**config.mk**
```make
export PLATFORM = sky130hd
export DESIGN_NAME = nibble_serial_add_sub_flat
export DESIGN_NICKNAME = d
export VERILOG_FILES = /design/src/rtl/nibble_serial_add_sub_if.sv /design/src/rtl/nibble_serial_add_sub.sv /design/src/flat_wrapper.sv
export SDC_FILE = /design/constraint.sdc
export NUM_CORES = 1
export LEC_CHECK = 0
export CORE_MARGIN = 2
export CORE_UTILIZATION = 56
export CTS_BUF_LIST = sky130_fd_sc_hd__clkbuf_8
export DETAILED_ROUTE_END_ITERATION = 16
export PLACE_DENSITY = 0.94
export SLEW_MARGIN = 20
export SYNTH_ARGS = -nofsm -noshare
export SYNTH_HDL_FRONTEND = slang
export SYNTH_SLANG_ARGS = --single-unit
```
**constraint.sdc**
```tcl
create_clock -name clk -period 4.4 [get_ports clk]
set_input_delay 0.44 -clock clk [delete_from_list [all_inputs] [get_ports clk]]
set_output_delay 0.44 -clock clk [all_outputs]
set_load 0.01 [all_outputs]
```
**src/rtl/nibble_serial_add_sub_if.sv**
```systemverilog
// Handshake and operand/result bundle for nibble_serial_add_sub.
// master: start, ctrl, a, b out; busy, done, sum, carry, overflow in.
// slave : the mirror image, used by the arithmetic block.
interface nibble_serial_add_sub_if #(
    parameter int unsigned NIBBLES = 4
);
    localparam int unsigned WIDTH = 4 * NIBBLES;

    logic             start;
    logic             ctrl;
    logic [WIDTH-1:0] a;
    logic [WIDTH-1:0] b;
    logic             busy;
    logic             done;
    logic [WIDTH-1:0] sum;
    logic             carry;
    logic             overflow;

    modport master (
        output start, ctrl, a, b,
        input  busy, done, sum, carry, overflow
    );

    modport slave (
        input  start, ctrl, a, b,
        output busy, done, sum, carry, overflow
    );
endinterface

```
**src/rtl/nibble_serial_add_sub.sv**
```systemverilog
// Word-wide add/subtract computed one 4-bit slice per clock, LSB nibble first.
// Ports:
//   clk        - system clock, rising edge
//   rst        - synchronous active-high reset
//   bus.start  - request, accepted in IDLE or DONE
//   bus.ctrl   - 0 = a+b, 1 = a-b (latched with start)
//   bus.a/b    - operands (latched with start)
//   bus.busy   - high while nibbles are processed
//   bus.done   - one-cycle pulse when results are valid
//   bus.sum    - result modulo 2^WIDTH
//   bus.carry  - carry out of MSB (subtract: 1 = no borrow)
//   bus.overflow - two's-complement signed overflow
module nibble_serial_add_sub #(
    parameter int unsigned NIBBLES = 4
) (
    input  logic                   clk,
    input  logic                   rst,
    nibble_serial_add_sub_if.slave bus
);
    localparam int unsigned WIDTH = 4 * NIBBLES;
    localparam int unsigned IDXW  = (NIBBLES > 1) ? $clog2(NIBBLES) : 1;

    typedef enum logic [1:0] {
        IDLE = 2'd0,
        BUSY = 2'd1,
        DONE = 2'd2
    } state_t;

    state_t            state_q, state_n;
    logic              busy_q, busy_n;
    logic              done_q, done_n;
    logic [WIDTH-1:0]  sum_q, sum_n;
    logic              carry_q, carry_n;
    logic              ovf_q, ovf_n;
    logic [IDXW-1:0]   idx_q, idx_n;
    logic [WIDTH-1:0]  a_q, a_n;
    logic [WIDTH-1:0]  b_q, b_n;
    logic              ctrl_q, ctrl_n;

    logic [3:0]        a_nib;
    logic [3:0]        b_nib;
    logic [3:0]        eb;
    logic [4:0]        nib_sum;

    // State and datapath registers
    always_ff @(posedge clk) begin
        if (rst) begin
            state_q <= IDLE;
            busy_q  <= 1'b0;
            done_q  <= 1'b0;
            sum_q   <= '0;
            carry_q <= 1'b0;
            ovf_q   <= 1'b0;
            idx_q   <= '0;
            a_q     <= '0;
            b_q     <= '0;
            ctrl_q  <= 1'b0;
        end else begin
            state_q <= state_n;
            busy_q  <= busy_n;
            done_q  <= done_n;
            sum_q   <= sum_n;
            carry_q <= carry_n;
            ovf_q   <= ovf_n;
            idx_q   <= idx_n;
            a_q     <= a_n;
            b_q     <= b_n;
            ctrl_q  <= ctrl_n;
        end
    end

    // Next-state, nibble slice and result update
    always_comb begin
        state_n = state_q;
        busy_n  = busy_q;
        done_n  = 1'b0;
        sum_n   = sum_q;
        carry_n = carry_q;
        ovf_n   = ovf_q;
        idx_n   = idx_q;
        a_n     = a_q;
        b_n     = b_q;
        ctrl_n  = ctrl_q;
        a_nib   = 4'h0;
        b_nib   = 4'h0;

        for (int unsigned i = 0; i < NIBBLES; i++) begin
            if (idx_q == IDXW'(i)) begin
                a_nib = a_q[4*i +: 4];
                b_nib = b_q[4*i +: 4];
            end
        end

        // Subtract is a + ~b + 1; the +1 arrives as the initial carry.
        eb      = b_nib ^ {4{ctrl_q}};
        nib_sum = {1'b0, a_nib} + {1'b0, eb} + 5'(carry_q);

        case (state_q)
            IDLE, DONE: begin
                if (bus.start) begin
                    state_n = BUSY;
                    busy_n  = 1'b1;
                    a_n     = bus.a;
                    b_n     = bus.b;
                    ctrl_n  = bus.ctrl;
                    carry_n = bus.ctrl;
                    idx_n   = '0;
                    sum_n   = '0;
                    ovf_n   = 1'b0;
                end else begin
                    state_n = IDLE;
                end
            end
            BUSY: begin
                for (int unsigned i = 0; i < NIBBLES; i++) begin
                    if (idx_q == IDXW'(i)) begin
                        sum_n[4*i +: 4] = nib_sum[3:0];
                    end
                end
                carry_n = nib_sum[4];
                if (idx_q == IDXW'(NIBBLES - 1)) begin
                    state_n = DONE;
                    busy_n  = 1'b0;
                    done_n  = 1'b1;
                    idx_n   = '0;
                    // Top nibble holds the word MSB, so signed overflow is decided here.
                    ovf_n   = (a_nib[3] == eb[3]) && (nib_sum[3] != a_nib[3]);
                end else begin
                    idx_n = idx_q + IDXW'(1);
                end
            end
            default: begin
                state_n = IDLE;
                busy_n  = 1'b0;
            end
        endcase
    end

    assign bus.busy     = busy_q;
    assign bus.done     = done_q;
    assign bus.sum      = sum_q;
    assign bus.carry    = carry_q;
    assign bus.overflow = ovf_q;
endmodule

```
**src/flat_wrapper.sv**
```systemverilog
// flat-port wrapper written by rule: the top's interface ports become plain ports
module nibble_serial_add_sub_flat 
#(
    parameter int unsigned NIBBLES = 4
)
  (clk, rst, bus_start, bus_ctrl, bus_a, bus_b, bus_busy, bus_done, bus_sum, bus_carry, bus_overflow);
  nibble_serial_add_sub_if #(.NIBBLES(NIBBLES)) bus_i ();
  input  logic clk;
  input  logic rst;
  input wire logic [$bits(bus_i.start)-1:0] bus_start;
  input wire logic [$bits(bus_i.ctrl)-1:0] bus_ctrl;
  input wire logic [$bits(bus_i.a)-1:0] bus_a;
  input wire logic [$bits(bus_i.b)-1:0] bus_b;
  output wire logic [$bits(bus_i.busy)-1:0] bus_busy;
  output wire logic [$bits(bus_i.done)-1:0] bus_done;
  output wire logic [$bits(bus_i.sum)-1:0] bus_sum;
  output wire logic [$bits(bus_i.carry)-1:0] bus_carry;
  output wire logic [$bits(bus_i.overflow)-1:0] bus_overflow;
  assign bus_i.start = bus_start;
  assign bus_i.ctrl = bus_ctrl;
  assign bus_i.a = bus_a;
  assign bus_i.b = bus_b;
  assign bus_busy = bus_i.busy;
  assign bus_done = bus_i.done;
  assign bus_sum = bus_i.sum;
  assign bus_carry = bus_i.carry;
  assign bus_overflow = bus_i.overflow;
  nibble_serial_add_sub #(.NIBBLES(NIBBLES)) u_core (.clk(clk), .rst(rst), .bus(bus_i));
endmodule
```
==> impl_summary.txt <==
----------------------------------------------------
[Outcome]
  Run status ... complete, no violations

[GRT]
  Wire length of the first global-routing pass ... 10100 µm
  Global-route met2 utilization ... 41.0%
  Pin count of the biggest net entering global routing ... 63
  Gr ovfl total ... 0
  Global-route met1 utilization ... 29.5%
  Vias in the first global route ... 2256
  Fraction of met3 tracks used by global routing ... under 10%
  Total track usage ... between 20% and 30%
  Initial antenna violation count ... 0
  Most used routing layer ... met2

[Yosys]
  Syn Area/Cell ... 7.84 µm²
  Number of nets in the synthesized netlist ... 379
  Post-synth cell types ... 33
  Most common cell in the synthesized netlist ... sky130_fd_sc_hd__nand2_1
  Cell count after synthesis ... 334
  Post-synthesis sequential area ratio ... 43.6%
  FF+latch count, synth ... 57
  Cell types with the largest area share after synthesis ... sky130_fd_sc_hd__dfxtp_1, sky130_fd_sc_hd__nand2_1, sky130_fd_sc_hd__a21oi_1
  Synth warn ... 0
  Synthesized cell area ... between 2000 and 3000 µm²
  Leading register cell type out of synthesis ... sky130_fd_sc_hd__dfxtp_1
  Count of flip-flops with a built-in enable after synthesis ... 0
  Share of the synthesized area in the top cell type ... between 40 and 50%
  Asr flop ratio synth ... 0%
  Cell type contributing the most total cell area after synthesis ... sky130_fd_sc_hd__dfxtp_1
  Most numerous cell types in the synthesized netlist ... sky130_fd_sc_hd__nand2_1, sky130_fd_sc_hd__a21oi_1, sky130_fd_sc_hd__dfxtp_1

[Run]
  Max capacitance violation total ... 0

[Detailed routing]
  Number of vias per cell after detailed routing ... ~5.6
  1st-pass router iterations ... 4
  1st-iter DRT viols ... 239
  Number of DRC violations after detailed routing ... 0
  Routed vias ... 2399
  Sum of routed wire length over all layers ... about 5900 µm
  Antenna viol nets, final ... 0
  DR WL/cell ... 13.7 µm

[Clock network]
  Clk sink count ... 57
  Setup fix buffers added after clock tree synthesis ... 0
  Post_cts resized ... 0
  Number of clock buffers inserted by TritonCTS ... 9
  H-tree Lvls ... 3
  Number of buffers on the longest clock path ... 2
  Total of hold buffers inserted after clock tree synthesis ... 0
  Clock latency reported for the late side of the worst-skew pair ... 340 ps
  Clock tree from TritonCTS ... yes
  Clock root cell ... sky130_fd_sc_hd__clkbuf_8
  Clock-pin slew of the registers on the worst-case setup and hold paths ... 60 ps

[Worst setup path]
  Data arrival at the endpoint of the critical path ... between 3000 and 4000 ps
  Cell Chain, Critical Path ... inv_1 -> ha_1 -> a21oi_1 -> o21ai_0 -> a22oi_1 -> xor2_1 -> fa_1 -> inv_1 -> fa_1 -> xnor2_1 -> nor2_1 -> nand2_1 -> a21oi_1
  Required time worst endpoint ... 4650 ps
  Slowest stage cell, crit path ... sky130_fd_sc_hd__ha_1
  Internal reg-to-reg setup slack ... 1320 ps
  Category of the worst setup path launch point ... register
  Worst Reg-to-Reg Cells ... 13
  Category of the worst setup path capture point ... register
  FF-to-FF Start ... u_core.idx_q[0]$_SDFFE_PP0P_
  Start-to-end type of the worst setup path ... register to register
  Critical register-to-register path endpoint ... u_core.bus.sum[10]$_SDFFE_PP0P_
  Crit path to ... u_core.bus.sum[10]$_SDFFE_PP0P_
  Crit-path max FO ... 18
  Worst stage delay on the critical path ... about 430 ps
  First element of the critical path ... u_core.idx_q[0]$_SDFFE_PP0P_

[Floorplanning]
  Area enclosed by the die boundary ... 5240 µm²
  I/O pin count ... 56
  Starting Density ... 59.0%
  Total number of placement rows ... 24
  Overall die height ... a little over 70 µm
  Overall die width ... 72.4 µm
  Core area ... ~4400 µm²

[Timing]
  RSZ-0062 raised after global routing ... false
  Minimum setup slack in the final design ... 1320 ps
  Max-slew headroom ... a little under a third
  Peak Freq ... 325 MHz
  Max Transition Viols Final ... 0
  Max Clock Skew ... 8.83 ps
  Final setup violation count ... 0
  Crit path time final ... 3080 ps
  Share of the clock period used by the worst path after layout ... between 60% and 70%
  Final hold viol count ... 0
  Sum Neg Setup Slack ... 0 ps
  Actual slew at the worst max-slew pin ... ~1000 ps

[Power]
  Reported leakage power ... 1.22 nW
  Power per cell area ... 386 nW/µm²
  Power, Total ... 1.28 mW
  Worst voltage drop across the vdd grid ... 0.000262 V

[Hold path]
  Type of the most critical hold path ... register to register

[Finish]
  Number of fill cells ... around 330
  Synth-to-layout area growth ... 26.6%
  Share of final-layout standard cells stronger than drive strength 1 ... 6.07%
  Number of antenna diodes ... 0
  Final net count ... 419

[Placed design]
  Final weighted congestion in routability-driven placement ... 0.883
  Placed wire-length estimate after detailed placement ... 3880 µm
  Port Buffers ... 55
  Dpl ws ... between 1000 and 1500 ps

----------------------------------------------------
==> final cells by class <==
| type | count | area [µm²] | share of cell area (%) |
|---|---|---|---|
| Multi-Input combinational cell | 241 | 1300 | 39.1 |
| Sequential cell | 57 | 1140 | 34.4 |
| Timing Repair Buffer | 56 | 553 | 16.7 |
| Clock buffer | 14 | 193 | 5.81 |
| Tap cell | 52 | 65.1 | 1.96 |
| Clock inverter | 2 | 33.8 | 1.02 |
| Inverter | 9 | 33.8 | 1.02 |
==> registers in the layout, summed over array words and instances, names as in the netlist, 2 cells and up <==
name and count:
u_core.state_q 2, u_core.idx_q 2, u_core.b_q 16, u_core.a_q 16, u_core.bus.sum 16
==> placed cells by master (no fill, tap or decap), types with 2 or more instances in the layout <==
cell type                          n
sky130_fd_sc_hd__nor2_1            8
sky130_fd_sc_hd__dfxtp_1          57
sky130_fd_sc_hd__fa_1              2
sky130_fd_sc_hd__nand4b_1          5
sky130_fd_sc_hd__ha_1              7
sky130_fd_sc_hd__clkbuf_8         14
sky130_fd_sc_hd__a21oi_1          62
sky130_fd_sc_hd__nand2_1          87
sky130_fd_sc_hd__a22oi_1           5
sky130_fd_sc_hd__xnor2_1           5
sky130_fd_sc_hd__o21ai_0           9
sky130_fd_sc_hd__nand3_1          16
sky130_fd_sc_hd__clkdlybuf4s50_1  54
sky130_fd_sc_hd__nor2b_1           4
sky130_fd_sc_hd__o21ai_1           2
sky130_fd_sc_hd__inv_1            10
sky130_fd_sc_hd__o31ai_1           5
sky130_fd_sc_hd__or2_2             3
sky130_fd_sc_hd__nand3b_1          7
==> critical path, delay by kind of cell, from the launching register on <==
family | cells | cell delay [ps]
adder cells (fa/ha/maj) | 3 | 1060
AO/OA/AOI/OAI | 4 | 680
flip-flops | 1 | 420
XOR/XNOR | 2 | 370
AND/OR/NAND/NOR | 2 | 300
buffers and inverters | 2 | 160
==> layer usage <==
metal	share of wire, %	wire (µm)
met3	6.1	362
met4	2.2	131
met2	48	2860
met1	43	2570
met5	0	0
==> worst min path at each step <==
stage,to,cells after the start,startpoint
floorplan,u_core.a_q[0]$_SDFFE_PP0P_,2,u_core.a_q[0]$_SDFFE_PP0P_
global placement,u_core.a_q[0]$_SDFFE_PP0P_,2,u_core.a_q[0]$_SDFFE_PP0P_
detailed placement,u_core.a_q[11]$_SDFFE_PP0P_,2,u_core.a_q[11]$_SDFFE_PP0P_
CTS,u_core.a_q[11]$_SDFFE_PP0P_,2,u_core.a_q[11]$_SDFFE_PP0P_
global route,u_core.b_q[15]$_SDFFE_PP0P_,2,u_core.b_q[15]$_SDFFE_PP0P_
finish,u_core.a_q[11]$_SDFFE_PP0P_,2,u_core.a_q[11]$_SDFFE_PP0P_
==> kinds of logic (layout without fill, tap and decap cells) <==
logic type / count (synthesis) / in the layout / synth area share [%]
simple gates: 139 / 139 / 24.2
compound gates: 86 / 86 / 17.9
xor+xnor: 6 / 6 / 2.01
fa+ha+maj: 9 / 9 / 4.87
mux: 1 / 1 / 0.382
buf+inv: 36 / 81 / 7.07
flops: 57 / 57 / 43.6
==> metrics by stage <==
step | utilization, % | hold slack (ps) | instances | cell area [µm²]
floorplan | - | 432 | 334 | 2620
global placement | 69.6 | 445 | 415 | 3090
detailed placement | 69.6 | 450 | 415 | 3090
CTS | 74.7 | 457 | 431 | 3320
global route | 74.7 | 479 | 431 | 3320
finish | 74.7 | 457 | 431 | 3320
==> where the power goes <==
part | leakage (nW) | total [mW] | switching [mW] | internal [mW]
Combinational | 0.633 | 0.188 | 0.102 | 0.0862
Clock | 0.120 | 0.533 | 0.196 | 0.337
Sequential | 0.466 | 0.561 | 0.0181 | 0.543
Note: power is estimated with default switching activity, not from simulation.
